<file path="src/rtl/om_pkg.sv">
// om_pkg: shared types and constants for the object-range recorder
package om_pkg;
  typedef struct packed {
    logic [31:0] first;
    logic [31:0] last;
  } om_rec_t;
  typedef enum logic [1:0] {ERR_NONE, ERR_LAST_NO_FIRST, ERR_ORDER, ERR_REGION} om_err_e;
  typedef enum logic {ST_IDLE, ST_HAVE_FIRST} om_rec_state_e;
  localparam logic [3:0] OM_REGION_NIBBLE = 4'h8;
endpackage

</file>
<file path="src/rtl/om_rec_fifo.sv">
// om_rec_fifo: synchronous FIFO of range records; head reads as zero when empty
module om_rec_fifo
  import om_pkg::*;
#(
  parameter int DEPTH = 4
) (
  input  logic    clk_i,
  input  logic    rst_ni,
  input  logic    push_i,
  input  om_rec_t din_i,
  input  logic    pop_i,
  output om_rec_t dout_o,
  output logic    full_o,
  output logic    empty_o
);
  localparam int AW = $clog2(DEPTH);
  om_rec_t mem [DEPTH];
  logic [AW:0] wr_ptr, rd_ptr;
  logic do_push, do_pop;
  assign empty_o = wr_ptr == rd_ptr;
  assign full_o  = wr_ptr[AW] != rd_ptr[AW] && wr_ptr[AW-1:0] == rd_ptr[AW-1:0];
  assign do_push = push_i && !full_o;
  assign do_pop  = pop_i && !empty_o;
  assign dout_o  = empty_o ? '0 : mem[rd_ptr[AW-1:0]];
  always_ff @(posedge clk_i or negedge rst_ni)
    if (!rst_ni) begin
      wr_ptr <= '0;
      rd_ptr <= '0;
    end else begin
      wr_ptr <= wr_ptr + (AW+1)'(do_push);
      rd_ptr <= rd_ptr + (AW+1)'(do_pop);
    end
  always_ff @(posedge clk_i)
    if (do_push) mem[wr_ptr[AW-1:0]] <= din_i;
endmodule

</file>
<file path="src/rtl/om_range_recorder.sv">
// om_range_recorder: pairs/validates first+last config writes and queues records; OM_REC_STATS_EN adds counters
module om_range_recorder
  import om_pkg::*;
#(
  parameter int         FIFO_DEPTH    = 4,
  parameter logic [3:0] REGION_NIBBLE = OM_REGION_NIBBLE
) (
  input  logic        clk_i,
  input  logic        rst_ni,
  input  logic        cfg_valid_i,
  input  logic        cfg_sel_i,
  input  logic [31:0] cfg_data_i,
  output logic        cfg_ready_o,
  input  logic        rec_ready_i,
  output logic        rec_en_o,
  output logic [31:0] rec_first_o,
  output logic [31:0] rec_last_o,
  output logic        err_o,
  output logic [1:0]  err_code_o,
  output logic        busy_o
`ifdef OM_REC_STATS_EN
  ,
  output logic [15:0] cnt_accept_o,
  output logic [15:0] cnt_reject_o
`endif
);
  om_rec_state_e state_q;
  om_err_e err_c, err_q;
  om_rec_t head;
  logic [31:0] first_q;
  logic hs, region_ok, push, full, empty;
  assign cfg_ready_o = !full;
  assign hs          = cfg_valid_i && cfg_ready_o;
  assign region_ok   = cfg_data_i[31:28] == REGION_NIBBLE;
  assign rec_en_o    = !empty && rec_ready_i;
  assign rec_first_o = head.first;
  assign rec_last_o  = head.last;
  assign err_code_o  = err_q;
  assign busy_o      = state_q == ST_HAVE_FIRST || !empty;
  always_comb begin
    err_c = !hs ? ERR_NONE :
            (cfg_sel_i && state_q == ST_IDLE) ? ERR_LAST_NO_FIRST :
            !region_ok ? ERR_REGION :
            (cfg_sel_i && cfg_data_i < first_q) ? ERR_ORDER : ERR_NONE;
    push  = hs && cfg_sel_i && state_q == ST_HAVE_FIRST && err_c == ERR_NONE;
  end
  always_ff @(posedge clk_i or negedge rst_ni)
    if (!rst_ni) begin
      state_q <= ST_IDLE;
      first_q <= '0;
      err_o   <= 1'b0;
      err_q   <= ERR_NONE;
    end else begin
      err_o <= err_c != ERR_NONE;
      if (err_c != ERR_NONE) err_q <= err_c;
      if (hs) begin
        state_q <= (!cfg_sel_i && region_ok) ? ST_HAVE_FIRST : ST_IDLE;
        if (!cfg_sel_i && region_ok) first_q <= cfg_data_i;
      end
    end
  om_rec_fifo #(.DEPTH(FIFO_DEPTH)) u_fifo (
    .clk_i  (clk_i),
    .rst_ni (rst_ni),
    .push_i (push),
    .din_i  ({first_q, cfg_data_i}),
    .pop_i  (rec_en_o),
    .dout_o (head),
    .full_o (full),
    .empty_o(empty)
  );
`ifdef OM_REC_STATS_EN
  always_ff @(posedge clk_i or negedge rst_ni)
    if (!rst_ni) begin
      cnt_accept_o <= '0;
      cnt_reject_o <= '0;
    end else begin
      cnt_accept_o <= cnt_accept_o + 16'(push && cnt_accept_o != '1);
      cnt_reject_o <= cnt_reject_o + 16'(err_c != ERR_NONE && cnt_reject_o != '1);
    end
`endif
endmodule

</file>
<file path="config.mk">
export PLATFORM = sky130hd
export DESIGN_NAME = om_range_recorder
export DESIGN_NICKNAME = d
export VERILOG_FILES = /design/src/rtl/om_pkg.sv /design/src/rtl/om_rec_fifo.sv /design/src/rtl/om_range_recorder.sv
export SDC_FILE = /design/constraint.sdc
export NUM_CORES = 1
export LEC_CHECK = 0
export CAP_MARGIN = 10
export CORE_UTILIZATION = 52
export DETAILED_ROUTE_END_ITERATION = 8
export PLACE_DENSITY = 0.76
export SLEW_MARGIN = 20
export SYNTH_ARGS = -nofsm -noshare
export SYNTH_HDL_FRONTEND = slang
export SYNTH_SLANG_ARGS = --single-unit
</file>
<file path="constraint.sdc">
create_clock -name clk_i -period 8.8 [get_ports clk_i]
set_input_delay 1.76 -clock clk_i [delete_from_list [all_inputs] [get_ports clk_i]]
set_output_delay 1.76 -clock clk_i [all_outputs]
set_load 0.1 [all_outputs]
</file>
==> parameters.txt <==
Parameter                              Value

Run status
  Outcome    finished, final reports clean

Floorplan
  Initial Util    0.5341
  Total die area    approximately 0.024 mm2
  I/O pin cnt    between 100 and 150
  Core outline area    0.02285 mm2
  Vertical extent of the die    between 150 and 200 um
  Die boundary width    155.2 um
  Count of standard-cell rows    55

Yosys
  Synthesized flop and latch total    298
  Count of flip-flops with a built-in enable after synthesis    256
  Mapped Cells    632
  Part of the Yosys area used for sequential elements    0.7162
  Post-synthesis instance area    0.01220 mm2
  Fraction of post-synthesis cell area in the top cell type by area    0.6300
  Yosys Warn Count    0
  Most used DFF post-synth    sky130_fd_sc_hd__edfxtp_1
  Post-synth ARST share    0.1409
  Unique masters post-synth    just over 40
  Post-synth net total    704
  Dominant cell type by area after synthesis    sky130_fd_sc_hd__edfxtp_1
  Biggest area contributors in the synthesized netlist    sky130_fd_sc_hd__edfxtp_1 63%, sky130_fd_sc_hd__mux4_2 12%, sky130_fd_sc_hd__dfrtp_1 8.6%
  Average cell area after synthesis    19.31 um2

Layout
  Number of nets in the final layout    829
  Post-synthesis to final-layout area growth    19.36%
  Ant. Diodes    0
  Share of cells above drive strength 1    0.1997
  Final Cell Area    0.01456 mm2
  Final-layout fill cell count    1619
  Layout Cells excl Fill    1094

Clocking
  Clock buffer depth    3
  Post-CTS setup buffer count    0
  TritonCTS Buffers    30
  Clock insertion delay at the later pin of the skew report    about 0.54 ns
  Number of clock sinks    298
  Quantity of hold-fixing buffers added after cts    0
  Library cell used as clock root buffer    sky130_fd_sc_hd__clkbuf_16
  CTS tree    yes
  # H-tree levels    1
  Post-cts sizing count    0
  Clock-pin transition on the worst setup and hold timing paths    roughly 0.060 ns

Routing
  DRC violation count after routing    0
  Detailed-router iteration count before antenna repair    5
  DR WL met2    11.20 mm
  Wl on met1    9.519 mm
  First DRT Iteration DRCs    378
  Remaining antenna violation count    0
  Via Count    between 5000 and 6000
  Number of vias per cell after detailed routing    5.461
  Final WL    22.60 mm
  Routed WL per cell    20.65 um
  Uppermost signal routing layer after detailed routing    met4
  Met3 WL    1.437 mm

Critical path
  Slowest cell on the critical path    sky130_fd_sc_hd__clkdlybuf4s50_1
  Reg2Reg Launch Point    first_q[31]
  Slowest Stage Delay on Critical Path    just under 1 ns
  CP Class    flip-flop to output port
  Startpoint Class    flip-flop
  Worst-path maximum fanout    38
  Element type at the critical path end    output port
  Setup slack on the worst flop-to-flop path    around 5.5 ns
  Crit path required time    about 7 ns
  WP data arrival    3.94 ns
  Number of buffers and inverters on the critical path    2
  Critical path launch point    u_fifo.rd_ptr[0]
  Crit-path cells    xnor2_1, nand2_1, nor2_4, buf_4, nor2b_1, clkdlybuf4s50_1
  Family with the most delay on the worst path    buffers and inverters

STA
  Number of slew-limit violations in the final report    0
  Setup Skew    0.008988 ns
  RSZ-0062 raised after global routing    false
  Final setup violation count    0
  Shortest clock period the worst path allows after layout    5.696 ns
  F_max    175.6 MHz
  Total Neg Setup Slack    0 ns
  Final period util    0.6473
  Slew @ Worst Pin    1.011 ns
  Endpoints failing hold    0
  Final hold slack    0.4868 ns
  Slew headroom    0.3239

GRT
  Total track usage    0.1988
  Total congestion overflow    0
  Number of antenna violations at the first check in global routing    0
  Vias in the first global route    6590
  Largest net degree at the start of global routing    66
  Global-route wire length before repair    36.29 mm

Place
  RePlAce Congestion    0.7619
  Placed cells    between 1000 and 1500
  Post-DP HPWL    13.51 mm
  Port buffer count    106
  Post-DP Area    0.01363 mm2

Hold path
  Origin of the worst min-delay path    u_fifo.wr_ptr[2]
  Worst min-delay path class    flip-flop to flip-flop

Flow run
  Number of maximum-capacitance violations    0
[sequential cells by signal (all words and copies together) (netlist names)]
name	flops
u_fifo.rd_ptr	3
u_fifo.mem	256
first_q	32
u_fifo.wr_ptr	3
err_o	1
state_q	1
err_code_o	2
[layer usage]
layer | vias up | global-route usage
met5 | - | 0
met3 | 32 | 0.03788
met2 | 178 | 0.3366
met4 | 0 | 0.04435
li1 | 2720 | -
met1 | 3044 | 0.2705
[worst register-to-register path, stage by stage, from the launching register on]
cell and delay (ns):
sky130_fd_sc_hd__dfrtp_1 0.40, sky130_fd_sc_hd__inv_1 0.08, sky130_fd_sc_hd__ha_1 0.30, sky130_fd_sc_hd__nand4_1 0.18, sky130_fd_sc_hd__nor4_1 0.39, sky130_fd_sc_hd__nand2_1 0.12
sky130_fd_sc_hd__or2_0 0.23, sky130_fd_sc_hd__o21a_1 0.26, sky130_fd_sc_hd__nor4b_2 0.33, sky130_fd_sc_hd__buf_4 0.60
[Yosys cell counts, types with 2 or more instances]
cell type,number
sky130_fd_sc_hd__nor4b_1,2
sky130_fd_sc_hd__o21ai_0,5
sky130_fd_sc_hd__a21oi_1,16
sky130_fd_sc_hd__mux4_2,64
sky130_fd_sc_hd__buf_12,2
sky130_fd_sc_hd__nor2b_1,66
sky130_fd_sc_hd__edfxtp_1,256
sky130_fd_sc_hd__inv_1,34
sky130_fd_sc_hd__buf_2,7
sky130_fd_sc_hd__mux2_2,3
sky130_fd_sc_hd__a21o_1,3
sky130_fd_sc_hd__or3_1,2
sky130_fd_sc_hd__nor3_1,4
sky130_fd_sc_hd__nand4_1,3
sky130_fd_sc_hd__nor4_1,2
sky130_fd_sc_hd__clkbuf_1,11
sky130_fd_sc_hd__ha_1,35
sky130_fd_sc_hd__o21a_1,2
sky130_fd_sc_hd__and2_1,3
sky130_fd_sc_hd__nand2_1,16
sky130_fd_sc_hd__xor2_1,3
sky130_fd_sc_hd__xnor2_1,2
sky130_fd_sc_hd__mux2_4,25
sky130_fd_sc_hd__buf_6,2
sky130_fd_sc_hd__o221ai_1,2
sky130_fd_sc_hd__buf_1,3
sky130_fd_sc_hd__nor2_1,4
sky130_fd_sc_hd__dfrtp_1,42
[final cells by class]
cell class,instances,area [um2],share of cell area
clock buffers,39,805.8,0.05533
clock inverters,17,127.6,0.008763
inverters,34,127.6,0.008763
multi-input cells,275,3222,0.2212
flip-flops and latches,298,8743,0.6003
well taps,313,391.6,0.02689
repair buffers,118,1146,0.07869
[cells in the final DEF, fill, tap and decap left out, types with 2 or more instances in the layout]
cell                              netlist  layout
sky130_fd_sc_hd__edfxtp_1             256     256
sky130_fd_sc_hd__clkdlybuf4s50_1        0     105
sky130_fd_sc_hd__nor2b_1               66      66
sky130_fd_sc_hd__mux4_2                64      64
sky130_fd_sc_hd__dfrtp_1               42      40
sky130_fd_sc_hd__ha_1                  35      35
sky130_fd_sc_hd__inv_1                 34      34
sky130_fd_sc_hd__clkbuf_16              0      31
sky130_fd_sc_hd__mux2_4                25      25
sky130_fd_sc_hd__nand2_1               16      16
sky130_fd_sc_hd__a21oi_1               16      16
sky130_fd_sc_hd__buf_4                  0      12
sky130_fd_sc_hd__clkbuf_1              11       8
sky130_fd_sc_hd__clkinv_1               0       8
sky130_fd_sc_hd__clkinv_2               0       6
sky130_fd_sc_hd__o21ai_0                5       5
sky130_fd_sc_hd__nor2_1                 4       3
sky130_fd_sc_hd__nand4_1                3       3
sky130_fd_sc_hd__nor3_1                 4       3
sky130_fd_sc_hd__a21o_1                 3       3
sky130_fd_sc_hd__xor2_1                 3       3
sky130_fd_sc_hd__and2_1                 3       3
sky130_fd_sc_hd__mux2_2                 3       3
sky130_fd_sc_hd__o221ai_1               2       2
sky130_fd_sc_hd__o21a_1                 2       2
sky130_fd_sc_hd__xnor2_1                2       2
sky130_fd_sc_hd__nor4b_2                0       2
sky130_fd_sc_hd__bufinv_16              0       2
[logic make-up (layout without fill, tap and decap cells)]
group	after synthesis	after routing	synth area share
compound gates	34	34	0.01702
fa+ha+maj	35	35	0.03589
xor+xnor	5	5	0.003590
flops	298	298	0.7162
buf+inv	59	208	0.02276
mux	93	93	0.1525
simple gates	108	108	0.05209
[final timing paths]
kind	endpoint	cells past startpoint
worst max-delay path	rec_last_o[7]	6
worst min-delay path	u_fifo.wr_ptr[2]	1
worst max register to register	u_fifo.mem[2][35]	9
worst min register to register	u_fifo.wr_ptr[2]	1
max in group asynchronous	u_fifo.rd_ptr[0]	2
min in group asynchronous	first_q[17]	2
[through the flow]
stage | util | setup slack, ns
after floorplan | - | -1.546
after global placement | 0.5964 | 3.496
after detailed placement | 0.5966 | 3.487
after CTS | 0.6375 | 3.013
after global routing | 0.6375 | 2.824
final | 0.6375 | 3.104
Power is left out: the tool's default activity adds up to more than one toggle a clock period on the data nets, which glitch-free logic cannot reach.
